$ cat config.mk
export PLATFORM = sky130hd
export DESIGN_NAME = die_select_latch
export DESIGN_NICKNAME = d
export VERILOG_FILES = /design/src/rtl/die_select_latch.sv
export SDC_FILE = /design/constraint.sdc
export NUM_CORES = 1
export LEC_CHECK = 0
export ABC_AREA = 1
export ABC_CLOCK_PERIOD_IN_PS = 2920
export CAP_MARGIN = 25
export CORE_ASPECT_RATIO = 1.75
export CORE_MARGIN = 4
export CORE_UTILIZATION = 40
export CTS_BUF_LIST = sky130_fd_sc_hd__clkbuf_2 sky130_fd_sc_hd__clkbuf_4 sky130_fd_sc_hd__clkbuf_8
export DETAILED_ROUTE_END_ITERATION = 6
export GPL_TIMING_DRIVEN = 1
export SYNTH_ARGS = -nofsm -noshare
export SYNTH_HDL_FRONTEND = slang
export SYNTH_SLANG_ARGS = --single-unit
$ cat constraint.sdc
create_clock -name clk -period 2.92 [get_ports clk]
set_input_delay 0.584 -clock clk [delete_from_list [all_inputs] [get_ports clk]]
set_output_delay 0.584 -clock clk [all_outputs]
set_load 0.005 [all_outputs]
$ cat src/rtl/die_select_latch.sv
// Debounced, latching die-select: synchronises and debounces each button, then
// latches the index of a clean single press and strobes selValid for one cycle.
module die_select_latch #(
  parameter int NUM_BUTTONS     = 7,
  parameter int SEL_WIDTH       = 4,
  parameter int DEBOUNCE_CYCLES = 16,
  parameter int CNT_WIDTH       = 5
) (
  input  logic                   clk,
  input  logic                   reset,
  input  logic [NUM_BUTTONS-1:0] buttons,
  output logic [SEL_WIDTH-1:0]   dieSelect,
  output logic                   selValid,
  output logic                   selConflict,
  output logic                   selBusy
);

  typedef enum logic [1:0] {
    IDLE     = 2'd0,
    PRESSED  = 2'd1,
    CONFLICT = 2'd2
  } state_t;

  localparam logic [CNT_WIDTH-1:0] CNT_LAST = CNT_WIDTH'(DEBOUNCE_CYCLES - 1);

  state_t                 state_q;
  logic [NUM_BUTTONS-1:0] sync1_q, sync2_q;
  logic [NUM_BUTTONS-1:0] deb_q, deb_d;
  logic [CNT_WIDTH-1:0]   cnt_q [NUM_BUTTONS];
  logic [CNT_WIDTH-1:0]   cnt_d [NUM_BUTTONS];
  logic [SEL_WIDTH-1:0]   sel_q;
  logic                   valid_q, conflict_q, busy_q;

  logic                   none, multi, onehot, same_held;
  logic [SEL_WIDTH-1:0]   idx;

  // A channel's stable level flips only after DEBOUNCE_CYCLES consecutive
  // disagreeing samples; any agreeing sample restarts the count.
  always_comb begin
    deb_d = deb_q;
    for (int i = 0; i < NUM_BUTTONS; i++) begin
      cnt_d[i] = '0;
      if (sync2_q[i] != deb_q[i]) begin
        if (cnt_q[i] == CNT_LAST) begin
          deb_d[i] = ~deb_q[i];
        end else begin
          cnt_d[i] = cnt_q[i] + 1'b1;
        end
      end
    end
  end

  always_comb begin
    none  = (deb_q == '0);
    multi = |(deb_q & (deb_q - NUM_BUTTONS'(1)));
    onehot = !none && !multi;
    idx = '0;
    for (int i = 0; i < NUM_BUTTONS; i++) begin
      if (deb_q[i]) idx = SEL_WIDTH'(i);
    end
    // In PRESSED, anything other than the latched button alone is a conflict.
    same_held = onehot && (idx == sel_q);
  end

  always_ff @(posedge clk or posedge reset) begin
    if (reset) begin
      sync1_q <= '0;
      sync2_q <= '0;
      deb_q   <= '0;
      for (int i = 0; i < NUM_BUTTONS; i++) cnt_q[i] <= '0;
    end else begin
      sync1_q <= buttons;
      sync2_q <= sync1_q;
      deb_q   <= deb_d;
      for (int i = 0; i < NUM_BUTTONS; i++) cnt_q[i] <= cnt_d[i];
    end
  end

  always_ff @(posedge clk or posedge reset) begin
    if (reset) begin
      state_q    <= IDLE;
      sel_q      <= '1;
      valid_q    <= 1'b0;
      conflict_q <= 1'b0;
      busy_q     <= 1'b0;
    end else begin
      valid_q    <= 1'b0;
      conflict_q <= 1'b0;
      case (state_q)
        IDLE: begin
          if (onehot) begin
            state_q <= PRESSED;
            sel_q   <= idx;
            valid_q <= 1'b1;
            busy_q  <= 1'b1;
          end else if (multi) begin
            state_q    <= CONFLICT;
            conflict_q <= 1'b1;
            busy_q     <= 1'b1;
          end
        end
        PRESSED: begin
          if (none) begin
            state_q <= IDLE;
            busy_q  <= 1'b0;
          end else if (!same_held) begin
            state_q    <= CONFLICT;
            conflict_q <= 1'b1;
          end
        end
        CONFLICT: begin
          if (none) begin
            state_q <= IDLE;
            busy_q  <= 1'b0;
          end
        end
        default: begin
          state_q <= IDLE;
          busy_q  <= 1'b0;
        end
      endcase
    end
  end

  assign dieSelect   = sel_q;
  assign selValid    = valid_q;
  assign selConflict = conflict_q;
  assign selBusy     = busy_q;

endmodule

==> results.cfg, run 1 <==
[timing]
hold_viol = 0
finalHoldWorstSlack_ns = 0.349
fin_skew_ns = 0.00690
min_period_over_period_pct = 68.0
relSlewSlack_pct = 66.3
setup_violations = 0
fin_tns_setup_ns = 0
slew_viol_final = 0
setup_ws_ns = 0.935
worstMarginPinSlew_ns = 0.505
fmaxAchievable_ghz = 0.504
rsz0062_at_grt = false
timing.final.crit_period_ns = 1.98

[clock_network]
cts_buffers = 9
cts_resized = 0
h-tree-depth = 3
clk_pin_slew_ns = 0.07
clock_path_buffers = 2
root_buffer = clkbuf_8
tritoncts = done
ctsHoldBuffers = 0
post-cts-setup-buffer-count = 0
insertion_delay_ns = 0.34
cts_sinks = 65

[floorplanning]
core_um2 = 6640
chipHeight_um = 118
rows = 39
initial_utilization_pct = 41.6
ios = 16
die_area_um2 = 8350
die_w_um = 70.8

[global_route]
grt_use_total_pct = 12.8
grt_pass1_vias = 1885
grt_pass1_wl_um = 8300
antenna_found_initial = 0
grt_max_degree = 31
overflow = 0

[setup_path]
worstPathRequired_ns = 2.34
rr_endpoint = state_q[1]$_DFFE_PP0P_
cpMaxStageDelayCell = dfstp_2
crit_fanout = 4
crit_type = reg2out
r2r_cells = 8
startpoint_type = flop
cpLargestDelayFamily = flip-flops
cpPeakStageDelay_ns = 0.56
worstReg2RegStart = deb_q[4]$_DFFE_PP0P_
cp_num_buf_inv = 1
critical_path_arrival_ns = 1.40
r2r_slack_ns = 1.43
endpoint_kind = primary output
path_cells = clkdlybuf4s50_1

[power_and_ir_drop]
power_density_nw_per_um2 = 595
p_int_mw = 1.48
vdd_drop_max_uv = 347
pwr-share-seq_pct = 50.7
power_mw = 1.93
swShare_pct = 23.2
clkPwrFrac_pct = 39.9
switchingPower_mw = 0.448
p_leak_nw = 1.62
comb_power_share_pct = 9.4

[cells_and_area]
seqCellArea_um2 = 1630
finish.utilization_pct = 48.9
stdcell_count = 392
final_net_count = 324
layout-drive-gt1-share_pct = 15.8
n_fill_cell = 671
multi_input_area_um2 = 990
design_area_um2 = 3250
syn2layout_area_growth_pct = 17.6
n_antenna_cell = 0

[hold_path]
hp-class = reg2reg
holdPathEnd = sync2_q[3]$_DFF_PP0_
holdPathStages = 0
hold_start = sync1_q[3]$_DFF_PP0_

[logic_synthesis]
ys_ff_latch = 65
ys_seq_area_share_pct = 59.1
yosysWarnings = 0
syn_area_um2 = 2760
yosysUniqueCellTypes = 21
synth_fp_nets = 296
syn_inst = 277
syn_avg_cell_area_um2 = 9.96

[place]
io_buffers = 15
dp_cells = 376
placed_area_um2 = 3040
pre_cts_ws_ns = 1.26
routabilityCongestion = 0.773
hpwl_um = 3350

[job]
maxCapViolations = 0

[drt]
first_pass_iters = 4
antenna_left = 0
vias = 1843
via_per_inst = 4.70
drt_iter0_drc = 26
drt-wirelength-per-cell_um = 11.6
drc = 0
wirelength_um = 4550

[status]
status = finished clean
[cell usage in the layout (no fill, tap or decap)]
master | synthesis | routed
a21oi_1 | 17 | 17
and3_1 | 7 | 7
buf_12 | 0 | 1
buf_4 | 0 | 1
bufinv_16 | 0 | 1
clkbuf_4 | 0 | 2
clkbuf_8 | 0 | 11
clkdlybuf4s50_1 | 0 | 15
clkinv_2 | 0 | 2
dfrtp_1 | 61 | 61
dfstp_2 | 4 | 4
ha_1 | 10 | 10
inv_1 | 28 | 27
inv_2 | 9 | 10
nand2_1 | 48 | 48
nand2_2 | 7 | 7
nand2_4 | 1 | 1
nand3_1 | 13 | 13
nand3_2 | 3 | 3
nand3_4 | 1 | 1
nand4_1 | 1 | 1
nor2_1 | 30 | 30
nor2_4 | 5 | 5
nor3_1 | 7 | 7
o21ai_0 | 9 | 9
o21ai_1 | 2 | 2
xnor2_1 | 7 | 7
xor2_1 | 7 | 7
[synth_stat cells (all sizes together)]
master | n | area, um2
nor3 | 7 | 35.0
nand3 | 17 | 113
xnor2 | 7 | 61.3
nand4 | 1 | 6.26
xor2 | 7 | 61.3
o21ai | 11 | 55.1
dfrtp | 61 | 1530
a21oi | 17 | 85.1
nand2 | 56 | 235
inv | 37 | 139
ha | 10 | 125
nor2 | 35 | 169
dfstp | 4 | 105
and3 | 7 | 43.8
[power by group through the flow]
stage / registers, mW / clock network, mW / logic (mW)
finish: 0.980 / 0.771 / 0.182
global route: 0.986 / 0.848 / 0.218
CTS: 0.980 / 0.803 / 0.188
detailed placement: 0.996 / 0 / 0.188
global placement: 0.994 / 0 / 0.186
floorplan: 0.989 / 0 / 0.128
[logic make-up (layout without fill, tap and decap cells)]
| family | after synthesis | after routing | synth area share [%] |
|---|---|---|---|
| AO/OA/AOI/OAI | 28 | 28 | 5.08 |
| XOR/XNOR | 14 | 14 | 4.44 |
| adder cells (fa/ha/maj) | 10 | 10 | 4.53 |
| buffers and inverters | 37 | 70 | 5.03 |
| flip-flops | 65 | 65 | 59.1 |
| AND/OR/NAND/NOR | 123 | 123 | 21.8 |
[final cells by class]
cell class / instances / share of cell area (%)
repair buffers: 17 / 5.47
well taps: 82 / 3.16
clock inverters: 3 / 1.23
clock buffers: 13 / 5.13
inverters: 37 / 4.28
multi-input cells: 175 / 30.5
flip-flops and latches: 65 / 50.3
[registers in the layout, indices dropped and copies added, names as in the netlist]
name,count
cnt_q,35
deb_q,7
sync1_q,7
sync2_q,7
dieSelect,4
state_q,2
selBusy,1
selConflict,1
selValid,1
[worst max path at each step]
stage	startpoint	to	slack, ns	depth (start not counted)
6_report	dieSelect[2]$_DFFE_PP1P_	dieSelect[2]	0.94	1
5_1_grt	dieSelect[2]$_DFFE_PP1P_	dieSelect[2]	0.86	1
4_1_cts	dieSelect[2]$_DFFE_PP1P_	dieSelect[2]	0.90	1
3_5_place_dp	reset	dieSelect[1]$_DFFE_PP1P_	1.26	3
3_3_place_gp	reset	dieSelect[1]$_DFFE_PP1P_	1.26	3
2_1_floorplan	reset	cnt_q[0]$_DFF_PP0_	0.72	1
[layer usage]
| metal | track usage (%) | up-vias | part of all wire (%) |
|---|---|---|---|
| met5 | 0 | - | 0 |
| met4 | 7.06 | 0 | 2.7 |
| met3 | 4.27 | 8 | 2.7 |
| met2 | 21.2 | 17 | 53 |
| met1 | 14.0 | 889 | 41 |
| li1 | - | 929 | - |
Note: power is estimated with default switching activity, not from simulation.
==> run 2: changes to the inputs <==
--- a/config.mk
+++ b/config.mk
@@ -6,7 +6,7 @@
 export NUM_CORES = 1
 export LEC_CHECK = 0
 export ABC_AREA = 1
-export ABC_CLOCK_PERIOD_IN_PS = 2920
+export ABC_CLOCK_PERIOD_IN_PS = 2000
 export CAP_MARGIN = 25
 export CORE_ASPECT_RATIO = 1.75
 export CORE_MARGIN = 4
==> constraint.sdc (replaced) <==
create_clock -name clk -period 2 [get_ports clk]
set_input_delay 0.4 -clock clk [delete_from_list [all_inputs] [get_ports clk]]
set_output_delay 0.4 -clock clk [all_outputs]
set_load 0.005 [all_outputs]
==> results.cfg, run 2 (synthesis results as in run 1) <==
[floorplanning]
core_um2 = 6640
chipHeight_um = 118
die_area_um2 = 8350
initial_utilization_pct = 41.6
rows = 39
die_w_um = 70.8
ios = 16

[cells_and_area]
final_common_cell = dfrtp_1
design_area_um2 = 3300
final_cell_mix = 61 x dfrtp_1, 48 x nand2_1, 30 x nor2_1
n_antenna_cell = 0
syn2layout_area_growth_pct = 19.7
final_net_count = 325
n_fill_cell = 663
largest_register_ffs = 35
layout-drive-gt1-share_pct = 16.1
largest_register = cnt_q

[power_and_ir_drop]
vdd_drop_max_uv = 685
p_leak_nw = 1.63
power_density_nw_per_um2 = 932

[hold_path]
hp-class = reg2reg
holdPathStages = 0

[clock_network]
root_buffer = clkbuf_8
ctsHoldBuffers = 0
cts_sinks = 65
clock_path_buffers = 2
h-tree-depth = 3
tritoncts = done
clk_pin_slew_ns = 0.07
cts_resized = 0
insertion_delay_ns = 0.34
post-cts-setup-buffer-count = 0
cts_buffers = 9

[drt]
first_pass_iters = 4
vias = 1839
antenna_left = 0
wirelength_um = 4660
drt_iter0_drc = 47
drt-wirelength-per-cell_um = 11.9
via_per_inst = 4.68
drc = 0

[timing]
timing.final.crit_period_ns = 1.82
fmaxAchievable_ghz = 0.549
rsz0062_at_grt = false
fin_tns_setup_ns = 0
slew_viol_final = 0
relSlewSlack_pct = 67.1
fin_skew_ns = 0.00473
setup_violations = 0
worstMarginPinSlew_ns = 0.492
min_period_over_period_pct = 91.1
hold_viol = 0

[setup_path]
crit_start = dieSelect[2]$_DFFE_PP1P_
cpLargestDelayFamily = flip-flops
cpPeakStageDelay_ns = 0.56
cpMaxStageDelayCell = dfstp_2
crit_fanout = 4
startpoint_type = flop
r2r_cells = 11
rr_endpoint = state_q[0]$_DFFE_PP0P_
path_cells = clkdlybuf4s50_1
critical_path_arrival_ns = 1.42
worstPathRequired_ns = 1.60
crit_type = reg2out
path_depth = 1
worstReg2RegStart = deb_q[5]$_DFFE_PP0P_
cp_num_buf_inv = 1
endpoint = dieSelect[2]
endpoint_kind = primary output
r2r_slack_ns = 0.55

[job]
maxCapViolations = 0

[global_route]
grt_max_degree = 30
grt_pass1_vias = 1939
grt_pass1_wl_um = 8470
antenna_found_initial = 0
overflow = 0
grt_use_total_pct = 13.0

[place]
placed_area_um2 = 3050
io_buffers = 15
hpwl_um = 3480
routabilityCongestion = 0.800

[status]
status = finished clean
==> run 2: changes by cell type in the layout (fill, tap and decap cells not counted), sizes merged <==
cell,previous run,this run
buf,2,3
bufinv,1,3
clkbuf,13,10
clkinv,2,0
clkinvlp,0,3
==> run 2: worst min-delay path by stage <==
stage / from / end / slack [ns]
floorplan: sync1_q[0]$_DFF_PP0_ / sync2_q[0]$_DFF_PP0_ / 0.33
global placement: sync1_q[6]$_DFF_PP0_ / sync2_q[6]$_DFF_PP0_ / 0.33
detailed placement: sync1_q[3]$_DFF_PP0_ / sync2_q[3]$_DFF_PP0_ / 0.34
CTS: sync1_q[3]$_DFF_PP0_ / sync2_q[3]$_DFF_PP0_ / 0.35
global route: sync1_q[2]$_DFF_PP0_ / sync2_q[2]$_DFF_PP0_ / 0.37
finish: sync1_q[3]$_DFF_PP0_ / sync2_q[3]$_DFF_PP0_ / 0.35
==> run 2: metrics by stage <==
stage | util, % | power [mW] | cells | worst slack (ns) | hold WS, ns
floorplan | - | 1.63 | 277 | 0.679 | 0.331
global placement | 46.0 | 1.72 | 377 | 0.551 | 0.335
detailed placement | 46.0 | 1.73 | 377 | 0.547 | 0.336
CTS | 49.8 | 3.12 | 393 | 0.157 | 0.354
global route | 49.8 | 3.23 | 393 | 0.116 | 0.370
finish | 49.8 | 3.08 | 393 | 0.178 | 0.352
==> run 2: routing by layer <==
metal	vias up	global-route usage (%)	share of wire (%)
li1	938	-	-
met1	872	13.5	39
met2	20	22.6	55
met3	9	4.27	3.2
met4	0	6.71	2.7
met5	-	0	0
==> run 2: where the power goes <==
part	internal [mW]	switching [mW]	total, mW	leakage [nW]
logic	0.116	0.154	0.270	0.669
clock network	0.866	0.511	1.38	0.119
registers	1.38	0.0467	1.43	0.839
total	2.37	0.712	3.08	1.63
==> run 2: layout make-up <==
type	count	area, um2	share of cell area (%)
Tap cell	82	103	3.11
Inverter	37	143	4.32
Clock inverter	6	114	3.45
Timing Repair Buffer	18	185	5.61
Multi-Input combinational cell	175	990	30.0
Sequential cell	65	1630	49.4
Clock buffer	10	138	4.17
==> run 3: changes to the inputs <==
--- a/config.mk
+++ b/config.mk
@@ -8,7 +8,7 @@
 export ABC_AREA = 1
 export ABC_CLOCK_PERIOD_IN_PS = 2000
 export CAP_MARGIN = 25
-export CORE_ASPECT_RATIO = 1.75
+export CORE_ASPECT_RATIO = 1.1
 export CORE_MARGIN = 4
 export CORE_UTILIZATION = 40
 export CTS_BUF_LIST = sky130_fd_sc_hd__clkbuf_2 sky130_fd_sc_hd__clkbuf_4 sky130_fd_sc_hd__clkbuf_8
==> results.cfg, run 3 (synthesis results as in run 1) <==
[drt]
first_pass_iters = 4
via_per_inst = 4.62
antenna_left = 0
wirelength_um = 4180
drt-wirelength-per-cell_um = 10.7
drc = 0
drt_iter0_drc = 78
vias = 1812

[timing]
fin_tns_setup_ns = 0
timing.final.crit_period_ns = 1.80
min_period_over_period_pct = 90.1
relSlewSlack_pct = 70.5
slew_viol_final = 0
worstMarginPinSlew_ns = 0.442
rsz0062_at_grt = false
fmaxAchievable_ghz = 0.555
fin_skew_ns = 0.00550
hold_viol = 0
setup_violations = 0

[status]
status = finished clean

[clock_network]
cts_sinks = 65
cts_resized = 0
post-cts-setup-buffer-count = 0
ctsHoldBuffers = 0
clock_path_buffers = 2
clk_pin_slew_ns = 0.07
root_buffer = clkbuf_8
insertion_delay_ns = 0.34
h-tree-depth = 3
cts_buffers = 9
tritoncts = done

[place]
routabilityCongestion = 0.833
io_buffers = 15
hpwl_um = 3060

[floorplanning]
initial_utilization_pct = 41.6
chipHeight_um = 95.1
ios = 16
core_um2 = 6630
die_area_um2 = 8290
rows = 31
die_w_um = 87.2

[cells_and_area]
syn2layout_area_growth_pct = 17.7
final_cell_mix = 61 x dfrtp_1, 48 x nand2_1, 30 x nor2_1
final_common_cell = dfrtp_1
n_fill_cell = 596
layout-drive-gt1-share_pct = 15.8
final_net_count = 324
largest_register_ffs = 35
n_antenna_cell = 0
largest_register = cnt_q

[setup_path]
cpMaxStageDelayCell = dfstp_2
crit_fanout = 4
startpoint_type = flop
path_cells = clkdlybuf4s50_1
endpoint_kind = primary output
critical_path_arrival_ns = 1.40
crit_type = reg2out
cpPeakStageDelay_ns = 0.57
cpLargestDelayFamily = flip-flops
worstPathRequired_ns = 1.60
cp_num_buf_inv = 1

[global_route]
grt_use_total_pct = 12.2
grt_pass1_wl_um = 7670
antenna_found_initial = 0
grt_pass1_vias = 1785
overflow = 0
grt_max_degree = 35

[power_and_ir_drop]
p_leak_nw = 1.60
power_mw = 2.82
vdd_drop_max_uv = 489
power_density_nw_per_um2 = 867

[job]
maxCapViolations = 0

[hold_path]
hp-class = reg2reg
==> run 3: worst paths after layout <==
| check | from | endpoint | slack [ns] | cells past startpoint |
|---|---|---|---|---|
| max | dieSelect[2]$_DFFE_PP1P_ | dieSelect[2] | 0.20 | 1 |
| min | sync1_q[5]$_DFF_PP0_ | sync2_q[5]$_DFF_PP0_ | 0.35 | 0 |
| max reg2reg | deb_q[5]$_DFFE_PP0P_ | state_q[0]$_DFFE_PP0P_ | 0.51 | 8 |
| min reg2reg | sync1_q[5]$_DFF_PP0_ | sync2_q[5]$_DFF_PP0_ | 0.35 | 0 |
| max in group asynchronous | reset | cnt_q[13]$_DFF_PP0_ | 1.06 | 3 |
| min in group asynchronous | reset | state_q[0]$_DFFE_PP0P_ | 0.42 | 2 |
==> run 3: final cells by class <==
cell class / instances / area (um2) / share of cell area, %
clock buffer: 10 / 138 / 4.24
tap: 82 / 103 / 3.16
timing repair buffer: 17 / 178 / 5.47
inverter: 37 / 143 / 4.39
clock inverter: 6 / 67.6 / 2.08
sequential: 65 / 1630 / 50.2
multi-input combinational: 175 / 990 / 30.5
==> run 3: layer usage <==
metal	vias to the layer above	wire length (um)	GRT usage (%)
met1	839	2030	15.2
met4	0	99	7.67
met3	10	146	3.98
li1	938	-	-
met2	25	1900	18.1
met5	-	0	0
==> run 3: report_power, final <==
group	leakage [nW]	switching, mW	internal [mW]
combinational	0.664	0.153	0.115
sequential	0.839	0.0448	1.38
clock	0.0985	0.510	0.611
==> run 3: through the flow <==
stage / instances / util (%) / hold WS, ns / cell area, um2 / worst slack (ns)
after detailed placement: 376 / 45.9 / 0.336 / 3040 / 0.543
after floorplan: 277 / - / 0.331 / 2760 / 0.679
after CTS: 392 / 49.0 / 0.352 / 3250 / 0.165
final: 392 / 49.0 / 0.349 / 3250 / 0.197
after global routing: 392 / 49.0 / 0.370 / 3250 / 0.130
after global placement: 376 / 45.9 / 0.333 / 3040 / 0.539
